## src/rtl/id_ex_pipe_reg.sv

```systemverilog
// ID->EX pipeline register of the RV32I core: stall holds, flush/invalid loads a bubble.
// Optional bubble counter output perf_bubbles when ID_EX_PERF_EN is defined.
module id_ex_pipe_reg #(
   parameter int XLEN    = 32,
   parameter int RADDR_W = 5
) (
   input  logic               clk,
   input  logic               rst_n,
   input  logic               stall,
   input  logic               flush,
   input  logic               id_valid,
   input  logic [XLEN-1:0]    id_pc,
   input  logic [XLEN-1:0]    id_pc_plus4,
   input  logic [XLEN-1:0]    id_rd1,
   input  logic [XLEN-1:0]    id_rd2,
   input  logic [XLEN-1:0]    id_imm,
   input  logic [RADDR_W-1:0] id_rs1,
   input  logic [RADDR_W-1:0] id_rs2,
   input  logic [RADDR_W-1:0] id_rd,
   input  logic [2:0]         id_ex,
   input  logic [1:0]         id_jump_t,
   input  logic               id_slt,
   input  logic               id_lui,
   input  logic               id_reg_write,
   input  logic               id_mem_write,
   input  logic [1:0]         id_result_src,
   output logic [XLEN-1:0]    ex_pc,
   output logic [XLEN-1:0]    ex_pc_plus4,
   output logic [XLEN-1:0]    ex_rd1,
   output logic [XLEN-1:0]    ex_rd2,
   output logic [XLEN-1:0]    ex_imm,
   output logic [RADDR_W-1:0] ex_rs1,
   output logic [RADDR_W-1:0] ex_rs2,
   output logic [RADDR_W-1:0] ex_rd,
   output logic [2:0]         ex_ex,
   output logic [1:0]         ex_jump_t,
   output logic               ex_slt,
   output logic               ex_lui,
   output logic               ex_reg_write,
   output logic               ex_mem_write,
   output logic [1:0]         ex_result_src,
   output logic               ex_valid
`ifdef ID_EX_PERF_EN
   ,
   output logic [31:0]        perf_bubbles
`endif
);

   logic load_bubble;
   logic load_instr;

   // Flush beats stall; an empty ID slot is treated exactly like a flush.
   assign load_bubble = flush | (~stall & ~id_valid);
   assign load_instr  = ~flush & ~stall & id_valid;

   always_ff @(posedge clk or negedge rst_n) begin
      if (!rst_n) begin
         ex_pc         <= '0;
         ex_pc_plus4   <= '0;
         ex_rd1        <= '0;
         ex_rd2        <= '0;
         ex_imm        <= '0;
         ex_rs1        <= '0;
         ex_rs2        <= '0;
         ex_rd         <= '0;
         ex_ex         <= '0;
         ex_jump_t     <= '0;
         ex_slt        <= 1'b0;
         ex_lui        <= 1'b0;
         ex_reg_write  <= 1'b0;
         ex_mem_write  <= 1'b0;
         ex_result_src <= '0;
         ex_valid      <= 1'b0;
      end else if (load_bubble) begin
         ex_pc         <= '0;
         ex_pc_plus4   <= '0;
         ex_rd1        <= '0;
         ex_rd2        <= '0;
         ex_imm        <= '0;
         ex_rs1        <= '0;
         ex_rs2        <= '0;
         ex_rd         <= '0;
         ex_ex         <= '0;
         ex_jump_t     <= '0;
         ex_slt        <= 1'b0;
         ex_lui        <= 1'b0;
         ex_reg_write  <= 1'b0;
         ex_mem_write  <= 1'b0;
         ex_result_src <= '0;
         ex_valid      <= 1'b0;
      end else if (load_instr) begin
         ex_pc         <= id_pc;
         ex_pc_plus4   <= id_pc_plus4;
         ex_rd1        <= id_rd1;
         ex_rd2        <= id_rd2;
         ex_imm        <= id_imm;
         ex_rs1        <= id_rs1;
         ex_rs2        <= id_rs2;
         ex_rd         <= id_rd;
         ex_ex         <= id_ex;
         ex_jump_t     <= id_jump_t;
         ex_slt        <= id_slt;
         ex_lui        <= id_lui;
         ex_reg_write  <= id_reg_write;
         ex_mem_write  <= id_mem_write;
         ex_result_src <= id_result_src;
         ex_valid      <= 1'b1;
      end
   end

`ifdef ID_EX_PERF_EN
   always_ff @(posedge clk or negedge rst_n) begin
      if (!rst_n)
         perf_bubbles <= '0;
      else if (load_bubble && (perf_bubbles != 32'hFFFF_FFFF))
         perf_bubbles <= perf_bubbles + 32'd1;
   end
`endif

endmodule

```

## config.mk

```make
export PLATFORM = sky130hd
export DESIGN_NAME = id_ex_pipe_reg
export DESIGN_NICKNAME = d
export VERILOG_FILES = /design/src/rtl/id_ex_pipe_reg.sv
export SDC_FILE = /design/constraint.sdc
export NUM_CORES = 1
export LEC_CHECK = 0
export ABC_AREA = 0
export CORE_AREA = 4 4 143 145
export DETAILED_ROUTE_END_ITERATION = 6
export DIE_AREA = 0 0 147 149
export PLACE_DENSITY = 0.75
export SLEW_MARGIN = 20
export SYNTH_ARGS = -nofsm -noshare
export SYNTH_HDL_FRONTEND = slang
export SYNTH_SLANG_ARGS = --single-unit
```

## constraint.sdc

```tcl
create_clock -name clk -period 1.87 [get_ports clk]
set_input_delay 0.2805 -clock clk [delete_from_list [all_inputs] [get_ports clk]]
set_output_delay 0.2805 -clock clk [all_outputs]
set_load 0.005 [all_outputs]
```

==> summary.md <==
| Metric | Value |
|---|---|
| Layout Skew | 0 ns |
| Die Y | 149 um |
| Status | finished, final reports clean |
| Psw | 0.00228 W |
| Pint | 0.00675 W |
| Top sig layer | met4 |
| Dpl cells | approximately 1000 |
| Power Dens Cells | between 700 and 800 mW/mm^2 |
| Worst-case reg-to-reg path depth | 1 |
| IO Pins | 378 |
| Setup crit end | ex_rs2[3] |
| P&R area growth vs syn | 63.9% |
| Wl on met1 | 8.56 mm |
| Total track usage | 0.206 |
| DIE AREA | 0.0219 sq mm |
| Clock Pin Slew Worst Setup and Hold Paths | 0.08 ns |
| Largest net degree at the start of global routing | 97 |
| Post-layout net count | 992 |
| Crit path time final | 1.63 ns |
| Startpoint Class | flip-flop |
| Crit path cell chain | clkdlybuf4s50_1 |
| Beginning of the worst register-to-register path | ex_rd1[10]$_DFFE_PN0P_ |
| Unique masters post-synth | 10 |
| Skew-Pair Late Insertion Delay | 0.42 ns |
| Post-Place Setup Slack | 0.116 ns |
| Reg power frac | 0.474 |
| Bufs on Longest Clock Path | 2 |
| Post-DP HPWL | approximately 17 mm |
| Top delay family on crit path | buffers and inverters |
| Setup TNS | 0 ns |
| DRC | 0 |
| Multi-input gate area | 0.00190 sq mm |
| Total chip power | 0.00903 W |
| Die extent in x | 147 um |
| Fraction of layout cells with a size suffix above 1 | 0.0749 |
| P_leak | 4.78 nW |
| Total grt overflow | 0 |
| Initial DRC count | 416 |
| Crit. End Element | output port |
| Routed via count | 5900 |
| First-pass GRT wire length | between 30 and 40 mm |
| Critical path origin | ex_rs2[3]$_DFFE_PN0P_ |
| CTS tree | yes |
| Max frequency | slightly above 600 MHz |
| Worst slew pin tran | between 0.4 and 0.5 ns |
| FF+latch area | 0.00468 sq mm |
| Port buffer count | 377 |
| Placed inst area | 0.0110 sq mm |
| Number of vias per cell | between 5 and 6 |
| Sequential area share after synthesis | 0.661 |
| Row count | 51 |
| Setup violators final | 0 |
| Hold_buf cts | 1 |
| Setup CP Type | flip-flop to output port |
| Synth Cell Area | ~0.0071 sq mm |
| Initial Util | 0.369 |
| Gpl congestion | 0.785 |
| Headroom to the max-slew limit | 0.669 |
| Critical path's slowest cell | clkdlybuf4s50_1 |
| Diode count | 0 |
| Comb power frac | 0.143 |
| RSZ-0062 raised after global routing | false |
| Vias in the first global route | 6438 |
| Worst path bufs/invs | 1 |
| Routed len/inst | 21.4 um |
| TritonCTS Buffers | 17 |
| DRT Pass-1 Iters | 6 |
| Htree depth | 4 |
| Total wire length | 23.1 mm |
| Met3 routed WL | 2.10 mm |
| Synth Area per Inst | 16.1 sq um |
| Gate Count Post-Synth | 440 |
| Clk pwr share | 0.383 |
| Initial antenna violation count | 0 |
| Post-CTS Setup Bufs | 0 |
| Worst Path Required | 1.59 ns |
| Clock Tree Root | clkbuf_16 |
| Crit path largest cell delay | around 0.55 ns |
| Number of fill cells | ~1500 |
| Number of storage elements in the synthesis netlist | 187 |
| Slew Viols, Final | 0 |
| Post-CTS sizing | 0 |
| Max-cap violations | 0 |
| RR Endpoint | ex_rd1[10]$_DFFE_PN0P_ |
| CP arrival | between 1 and 1.5 ns |
| Final std cells w/o fill | ~1100 |
| WP depth | 1 |
| Syn nets | around 630 |
| Core area | 0.0192 sq mm |
| Met2 routed WL | 11.7 mm |
| YS warnings | 0 |
| Maximum fanout along the worst path | 2 |
| HP Class | input port to asynchronous set/reset pin |
| Switch share | 0.252 |
| R2r setup slk | 1.12 ns |
| Worst VDD drop | 577 uV |
| Period Utilization, post-route | 0.872 |
| Final Cell Area | 0.0116 sq mm |
| Fin. Hold Viols | 0 |
| Remaining antenna violation count | 0 |
| Setup ws final | 0.240 ns |
| Clk sinks | 187 |
-- kinds of logic after synthesis --
kind of cell / share of synthesized area
simple gates: 0.00230
buf+inv: 0.0729
compound gates: 0.263
flops: 0.661
mux: 0.00141
-- cells in the final DEF (no fill, tap or decap) --
| master | instances |
|---|---|
| a32o_1 | 186 |
| inv_6 | 5 |
| clkdlybuf4s50_1 | 376 |
| nor2b_4 | 2 |
| clkinv_4 | 3 |
| mux2i_1 | 1 |
| buf_4 | 14 |
| clkinv_2 | 2 |
| nor2_1 | 1 |
| dfrtp_1 | 187 |
| buf_12 | 12 |
| clkbuf_8 | 1 |
| dlygate4sd3_1 | 1 |
| clkinv_8 | 1 |
| clkbuf_1 | 1 |
| clkbuf_16 | 17 |
| inv_8 | 3 |
| clkinvlp_4 | 1 |
-- metal layers --
| metal | track usage | vias up |
|---|---|---|
| met2 | 0.351 | 300 |
| met3 | 0.0684 | 45 |
| met5 | 0 | - |
| met1 | 0.240 | 2980 |
| li1 | - | 2575 |
| met4 | 0.0867 | 0 |
-- power groups by stage --
stage / Clock (W) / Sequential (W) / Combinational [W]
after global placement: 0 / 0.00435 / 0.00126
final: 0.00345 / 0.00428 / 0.00129
after floorplan: 0 / 0.00436 / 0.000380
after global routing: 0.00372 / 0.00430 / 0.00138
after detailed placement: 0 / 0.00436 / 0.00130
after CTS: 0.00353 / 0.00428 / 0.00131
-- cell type report --
cell class | instances | share of cell area
multi-input cells | 190 | 0.164
flip-flops and latches | 187 | 0.403
clock inverters | 14 | 0.0111
well taps | 265 | 0.0285
repair buffers | 404 | 0.356
inverters | 1 | 0.000754
clock buffers | 18 | 0.0370
-- worst min-delay path by stage --
| stage | cells after the start | from | end | slack [ns] |
|---|---|---|---|---|
| after floorplan | 0 | rst_n | ex_ex[0]$_DFFE_PN0P_ | -0.02 |
| after global placement | 1 | rst_n | ex_rd1[26]$_DFFE_PN0P_ | 0.27 |
| after detailed placement | 1 | rst_n | ex_rd1[26]$_DFFE_PN0P_ | 0.29 |
| after CTS | 2 | rst_n | ex_rd1[26]$_DFFE_PN0P_ | 0.39 |
| after global routing | 2 | rst_n | ex_pc_plus4[10]$_DFFE_PN0P_ | 0.43 |
| final | 2 | rst_n | ex_pc_plus4[17]$_DFFE_PN0P_ | 0.39 |
-- through the flow --
step                      hold WS [ns]   util
after global routing             0.426  0.605
final                            0.388  0.605
after global placement           0.274  0.575
after floorplan                -0.0151      -
after detailed placement         0.286  0.575
after CTS                        0.386  0.605
-- cells in the mapped netlist --
master / count / area (sq um)
a32o_1: 186 / 1860
buf_2: 23 / 115
buf_4: 1 / 7.51
buf_6: 33 / 372
clkbuf_1: 5 / 18.8
dfrtp_1: 187 / 4680
inv_2: 1 / 3.75
mux2i_1: 1 / 10.0
nor2_1: 1 / 3.75
nor2b_1: 2 / 12.5
-- state kept, by name, summed over array words and instances (netlist names), 5 cells and up --
signal,flops
ex_pc_plus4,32
ex_rs1,5
ex_rd2,32
ex_rs2,5
ex_imm,32
ex_pc,32
ex_rd1,32
ex_rd,5
(Power assumes the default switching activity.)
